`src/rtl/exp4_pkg.sv`:
```
// Shared constants for the exp4 periodic measurement sequencer: FSM state codes,
// default 50 MHz timing constants and the BCD distance width.
package exp4_pkg;

    localparam int BCD_W = 12;

    localparam int MEDIR_CICLOS_PADRAO     = 5;
    localparam int TIMEOUT_CICLOS_PADRAO   = 2_500_000;
    localparam int INTERVALO_CICLOS_PADRAO = 5_000_000;

    localparam logic [3:0] INICIAL   = 4'd0;
    localparam logic [3:0] DISPARA   = 4'd1;
    localparam logic [3:0] ESPERA    = 4'd2;
    localparam logic [3:0] ARMAZENA  = 4'd3;
    localparam logic [3:0] FALHA     = 4'd4;
    localparam logic [3:0] INTERVALO = 4'd5;

    // Packed BCD keeps digit weights in bit order, so a binary compare is a numeric compare.
    function automatic logic abaixo_limiar(input logic [BCD_W-1:0] med,
                                           input logic [BCD_W-1:0] lim);
        return med < lim;
    endfunction

endpackage

```
`src/rtl/exp4_medidor_periodico_contador_m.sv`:
```
// Generic modulo-M counter: zera clears, conta advances, fim flags the last count.
module contador_m #(
    parameter int M = 4,
    parameter int W = (M > 1) ? $clog2(M) : 1
) (
    input  logic clock,
    input  logic reset,
    input  logic zera,
    input  logic conta,
    output logic fim
);

    logic [W-1:0] r_cont;

    always_ff @(posedge clock or negedge reset) begin
        if (!reset) begin
            r_cont <= '0;
        end else if (zera) begin
            r_cont <= '0;
        end else if (conta) begin
            r_cont <= (r_cont == W'(M - 1)) ? '0 : r_cont + W'(1);
        end
    end

    assign fim = (r_cont == W'(M - 1));

endmodule

```
`src/rtl/exp4_medidor_periodico.sv`:
```
// Autonomous sequencer for the exp4_sensor block: periodic medir pulses, timeout,
// BCD capture and proximity alarm. Optional macro EXP4_CONTA_FALHAS_EN adds db_falhas.
module exp4_medidor_periodico
    import exp4_pkg::*;
#(
    parameter int MEDIR_CICLOS     = MEDIR_CICLOS_PADRAO,
    parameter int TIMEOUT_CICLOS   = TIMEOUT_CICLOS_PADRAO,
    parameter int INTERVALO_CICLOS = INTERVALO_CICLOS_PADRAO
) (
    input  logic             clock,
    input  logic             reset,
    input  logic             ligar,
    input  logic             pronto_sensor,
    input  logic [BCD_W-1:0] medida,
    input  logic [BCD_W-1:0] limiar,
    output logic             medir,
    output logic [BCD_W-1:0] medida_valida,
    output logic             nova_medida,
    output logic             alarme,
    output logic             erro_timeout,
    output logic [3:0]       db_estado
`ifdef EXP4_CONTA_FALHAS_EN
    ,
    output logic [3:0]       db_falhas
`endif
);

    localparam int MAIOR_AB = (MEDIR_CICLOS > TIMEOUT_CICLOS) ? MEDIR_CICLOS : TIMEOUT_CICLOS;
    localparam int MAIOR    = (MAIOR_AB > INTERVALO_CICLOS) ? MAIOR_AB : INTERVALO_CICLOS;
    localparam int CONT_W   = (MAIOR > 1) ? $clog2(MAIOR) : 1;

    logic [3:0]       r_estado;
    logic [3:0]       w_prox;
    logic             w_fim_disp;
    logic             w_fim_esp;
    logic             w_fim_int;
    logic             w_captura;
    logic             w_estouro;
    logic [BCD_W-1:0] r_medida_valida;
    logic             r_alarme;
    logic             r_erro_timeout;

    // Each timer is held clear outside its own state, so it restarts at 0 on entry.
    contador_m #(.M(MEDIR_CICLOS), .W(CONT_W)) u_cont_dispara (
        .clock (clock),
        .reset (reset),
        .zera  (r_estado != DISPARA),
        .conta (r_estado == DISPARA),
        .fim   (w_fim_disp)
    );

    contador_m #(.M(TIMEOUT_CICLOS), .W(CONT_W)) u_cont_espera (
        .clock (clock),
        .reset (reset),
        .zera  (r_estado != ESPERA),
        .conta (r_estado == ESPERA),
        .fim   (w_fim_esp)
    );

    contador_m #(.M(INTERVALO_CICLOS), .W(CONT_W)) u_cont_intervalo (
        .clock (clock),
        .reset (reset),
        .zera  (r_estado != INTERVALO),
        .conta (r_estado == INTERVALO),
        .fim   (w_fim_int)
    );

    // pronto has priority over the timeout when both land on the same cycle.
    assign w_captura = (r_estado == ESPERA) && pronto_sensor;
    assign w_estouro = (r_estado == ESPERA) && !pronto_sensor && w_fim_esp;

    always_comb begin
        w_prox = r_estado;
        case (r_estado)
            INICIAL:   if (ligar) w_prox = DISPARA;
            DISPARA:   if (w_fim_disp) w_prox = ESPERA;
            ESPERA: begin
                if (w_captura)      w_prox = ARMAZENA;
                else if (w_estouro) w_prox = FALHA;
            end
            ARMAZENA:  w_prox = INTERVALO;
            FALHA:     w_prox = INTERVALO;
            INTERVALO: if (w_fim_int) w_prox = ligar ? DISPARA : INICIAL;
            default:   w_prox = INICIAL;
        endcase
    end

    always_ff @(posedge clock or negedge reset) begin
        if (!reset) begin
            r_estado <= INICIAL;
        end else begin
            r_estado <= w_prox;
        end
    end

    always_ff @(posedge clock or negedge reset) begin
        if (!reset) begin
            r_medida_valida <= '0;
            r_alarme        <= 1'b0;
            r_erro_timeout  <= 1'b0;
        end else begin
            if (w_captura) begin
                r_medida_valida <= medida;
                r_alarme        <= abaixo_limiar(medida, limiar);
            end
            if (r_estado == ARMAZENA) r_erro_timeout <= 1'b0;
            if (r_estado == FALHA)    r_erro_timeout <= 1'b1;
        end
    end

`ifdef EXP4_CONTA_FALHAS_EN
    logic [3:0] r_falhas;

    always_ff @(posedge clock or negedge reset) begin
        if (!reset) begin
            r_falhas <= 4'd0;
        end else if (w_captura) begin
            r_falhas <= 4'd0;
        end else if (w_estouro && (r_falhas != 4'hF)) begin
            r_falhas <= r_falhas + 4'd1;
        end
    end

    assign db_falhas = r_falhas;
`else
    // Consecutive-timeout counter is not built in this configuration.
`endif

    assign medir         = (r_estado == DISPARA);
    assign nova_medida   = (r_estado == ARMAZENA);
    assign medida_valida = r_medida_valida;
    assign alarme        = r_alarme;
    assign erro_timeout  = r_erro_timeout;
    assign db_estado     = r_estado;

endmodule

```
`config.mk`:
```
export PLATFORM = sky130hd
export DESIGN_NAME = exp4_medidor_periodico
export DESIGN_NICKNAME = d
export VERILOG_FILES = /design/src/rtl/exp4_pkg.sv /design/src/rtl/exp4_medidor_periodico_contador_m.sv /design/src/rtl/exp4_medidor_periodico.sv
export SDC_FILE = /design/constraint.sdc
export NUM_CORES = 1
export LEC_CHECK = 0
export ABC_AREA = 1
export BUFFER_PORTS_ARGS = -buffer_cell sky130_fd_sc_hd__buf_2
export CORE_MARGIN = 2
export CORE_UTILIZATION = 53
export CTS_BUF_LIST = sky130_fd_sc_hd__clkbuf_8
export CTS_CLUSTER_DIAMETER = 150
export CTS_CLUSTER_SIZE = 40
export DETAILED_ROUTE_END_ITERATION = 16
export MAX_ROUTING_LAYER = met4
export PLACE_DENSITY = 0.76
export SETUP_SLACK_MARGIN = 0.05
export SLEW_MARGIN = 20
export SYNTH_ARGS = -nofsm -noshare
export SYNTH_HDL_FRONTEND = slang
export SYNTH_HIERARCHICAL = 1
export SYNTH_SLANG_ARGS = --single-unit
```
`constraint.sdc`:
```
create_clock -name clock -period 2.3 [get_ports clock]
set_input_delay 0.23 -clock clock [delete_from_list [all_inputs] [get_ports clock]]
set_output_delay 0.23 -clock clock [all_outputs]
set_load 0.1 [all_outputs]
```
==> impl_metrics.env <==
export IMPL_ys_top_cells_by_area="dfrtp_1, nand2_1, nor2_1, inv_1, nand3_1"
export IMPL_hold_class="in -> reg"
export IMPL_holdBufCountCts=1
export IMPL_tns_ns=0
export IMPL_h_tree_depth=3
export IMPL_synth_edf_count=0
export IMPL_synth_distinct_cells=41
export IMPL_grt_pass1_vias=4759
export IMPL_final_cell_area_um2=6170
export IMPL_cts_resized=0
export IMPL_cts_root_buf="clkbuf_8"
export IMPL_drive_gt1_share_pct=14.50
export IMPL_placed_area_um2=6001
export IMPL_grt_pass1_wl_um=21940
export IMPL_worstPathMaxFanout=6
export IMPL_cp_data_arrival_time_ns=1.70
export IMPL_routedWlPerCell_um=12.31
export IMPL_die_height_um=106.9
export IMPL_die_w_um=106.9
export IMPL_synthFlopType="dfrtp_1"
export IMPL_finalCriticalPeriod_ns=1.925
export IMPL_fin_crit_sh_pct=83.71
export IMPL_synth_seq_cells=86
export IMPL_intPower_mw=1.977
export IMPL_core_region_area_um2=10320
export IMPL_rows=37
export IMPL_drc=0
export IMPL_end_kind="output pin"
export IMPL_vdd_ir_drop_max_mv=0.2883
export IMPL_dr_first_iter_drc_count=258
export IMPL_cts_max_path_buffers=2
export IMPL_dp_hpwl_um=9400
export IMPL_port_buffers=46
export IMPL_worst_hold_path_endpoint="medida_valida[1]$_DFFE_PN0P_"
export IMPL_track_usage_pct=24.59
export IMPL_ys_warn_count=6
export IMPL_ios=48
export IMPL_nets=908
export IMPL_vias=5039
export IMPL_antenna_cells=0
export IMPL_cts_buffers=9
export IMPL_dieArea_um2=11430
export IMPL_cts_tree="built"
export IMPL_seqPwrFrac_pct=56.7
export IMPL_netlist_area_um2=5612
export IMPL_clk_latency_ns=0.37
export IMPL_worstHoldPathCells=3
export IMPL_reg2regPathDepth=12
export IMPL_cts_setup_buffers=0
export IMPL_critPathKind="reg -> out"
export IMPL_grt_max_degree=60
export IMPL_p_per_area_nw_per_um2=436.9
export IMPL_areaGrowthSynthToFinish_pct=9.944
export IMPL_power_frac_clock_pct=34.8
export IMPL_r2r_end="u_cont_dispara/r_cont[18]$_DFFE_PN0P_"
export IMPL_antenna_found_initial=0
export IMPL_status="finished clean"
export IMPL_path_clk_slew_ns=0.08
export IMPL_synthArstFlopShare_pct=100.0
export IMPL_hold_viol=0
export IMPL_synth_seq_area_share_pct=38.35
export IMPL_skew_ns=0.005772
export IMPL_worstHoldStart="medida[1]"
export IMPL_setup_viol=0
export IMPL_synthCells=813
export IMPL_drtAntennaViolNets=0
export IMPL_synth_largest_area_cell="dfrtp_1"
export IMPL_startpoint_type="flop"
export IMPL_p_leak_nw=2.961
export IMPL_sw_frac_of_total_pct=26.67
export IMPL_grt_overflow_total=0
export IMPL_critPathRequiredTime_ns=2.07
export IMPL_yosysTopAreaCellShare_pct=38.35
export IMPL_synthesis_area_per_instance_um2=6.902
export IMPL_drv_slew=0
export IMPL_rrSetupSlack_ns=0.43
export IMPL_start_util_pct=54.36
export IMPL_place_congestion=0.9505
export IMPL_max_clock_freq_mhz=519.4
export IMPL_final_core_util_pct=59.76
export IMPL_via_per_inst=5.014
export IMPL_switching_power_mw=0.7189
export IMPL_synth_nets=856
export IMPL_pwr_share_comb_pct=8.4
export IMPL_reg2reg_from="db_estado[1]$_DFFE_PN0P_"
export IMPL_rsz0062_at_grt="no"
export IMPL_wl_um=12370
export IMPL_cts_sinks=86
export IMPL_drtPass1Iterations=5
export IMPL_cap_violations=0
[critical path, cell delays in order (launching register included)]
cell and delay [ns]:
dfrtp_4 0.52, inv_4 0.09, nand3_4 0.12, clkinvlp_4 0.13, buf_2 0.44
[how the worst max path moves through the flow]
stage	from	end
after global routing	db_estado[1]$_DFFE_PN0P_	u_cont_dispara/r_cont[18]$_DFFE_PN0P_
after floorplan	db_estado[1]$_DFFE_PN0P_	u_cont_dispara/r_cont[8]$_DFFE_PN0P_
after global placement	db_estado[1]$_DFFE_PN0P_	u_cont_dispara/r_cont[18]$_DFFE_PN0P_
final	db_estado[1]$_DFFE_PN0P_	medir
after CTS	db_estado[1]$_DFFE_PN0P_	medir
after detailed placement	db_estado[1]$_DFFE_PN0P_	u_cont_dispara/r_cont[18]$_DFFE_PN0P_
[synth_stat cells (2+ instances only)]
| master | instances |
|---|---|
| a21oi_1 | 18 |
| and2_1 | 2 |
| buf_4 | 4 |
| buf_6 | 3 |
| clkbuf_1 | 2 |
| clkinv_2 | 2 |
| dfrtp_1 | 86 |
| ha_1 | 15 |
| inv_1 | 100 |
| inv_2 | 7 |
| nand2_1 | 238 |
| nand2_2 | 10 |
| nand3_1 | 63 |
| nand3_2 | 3 |
| nand4_1 | 18 |
| nor2_1 | 146 |
| nor2_2 | 26 |
| nor2_4 | 6 |
| nor3_1 | 3 |
| o21ai_0 | 9 |
| o21ai_1 | 3 |
| o21bai_1 | 2 |
| o31ai_1 | 2 |
| o32ai_1 | 2 |
| xnor2_1 | 9 |
| xor2_1 | 19 |
[kinds of logic after synthesis]
kind of cell               Yosys count  share of synthesized area, %
and+or+nand+nor                    518                         39.91
buffers and inverters              121                         9.119
DFF                                 86                         38.35
AOI/OAI and AO/OA                   44                         4.839
xor gates and xnor gates            28                         4.370
adders and majority gates           15                         3.344
other                                1                       0.06683
[per-stage QoR]
| step | hold WS [ns] | power [mW] | worst slack (ns) | cells |
|---|---|---|---|---|
| 2_1_floorplan | -0.06559 | 1.705 | 0.07036 | 813 |
| 3_3_place_gp | 0.1769 | 1.787 | 0.5431 | 989 |
| 3_5_place_dp | 0.1795 | 1.789 | 0.4901 | 989 |
| 4_1_cts | 0.05224 | 2.736 | 0.3468 | 1005 |
| 5_1_grt | 0.07906 | 2.811 | 0.2261 | 1005 |
| 6_report | 0.07178 | 2.695 | 0.3746 | 1005 |
[registers in the layout, summed over array words and instances, names as in the netlist]
name,flops
u_cont_espera/r_cont,23
medida_valida,12
db_estado,3
u_cont_intervalo/r_cont,23
u_cont_dispara/r_cont,23
alarme,1
erro_timeout,1
[power by group through the flow]
| stage | registers (mW) | clock network [mW] | logic, mW |
|---|---|---|---|
| final | 1.53 | 0.939 | 0.227 |
| after global routing | 1.53 | 1.03 | 0.252 |
| after CTS | 1.53 | 0.976 | 0.231 |
| after detailed placement | 1.56 | 0 | 0.230 |
| after global placement | 1.56 | 0 | 0.227 |
| after floorplan | 1.65 | 0 | 0.0534 |
[metal layers]
layer	track usage [%]	wire length [um]	part of all wire, %	vias up
met5	-	0	0	-
met4	9.184	213	1.7	0
met3	3.891	614	5.0	17
met2	37.08	5555	45	117
met1	33.69	5989	48	2283
li1	-	-	-	2622
[layout by cell type, fill, tap and decap left out, types with 5 or more instances in the layout]
cell,n
a21oi_1,18
buf_2,45
buf_4,5
clkbuf_8,10
dfrtp_1,83
ha_1,15
inv_1,101
inv_2,7
nand2_1,238
nand2_2,10
nand3_1,63
nand4_1,18
nor2_1,145
nor2_2,26
nor2_4,7
o21ai_0,9
xnor2_1,9
xor2_1,19
[layout make-up]
type | count | area [um2]
Fill cell | 987 | 4154
Sequential cell | 86 | 2163
Clock inverter | 5 | 21.27
Tap cell | 136 | 170.2
Multi-Input combinational cell | 606 | 2963
Inverter | 110 | 421.7
Clock buffer | 10 | 137.6
Timing Repair Buffer | 52 | 292.8
Power figures use the tool's default switching activity.
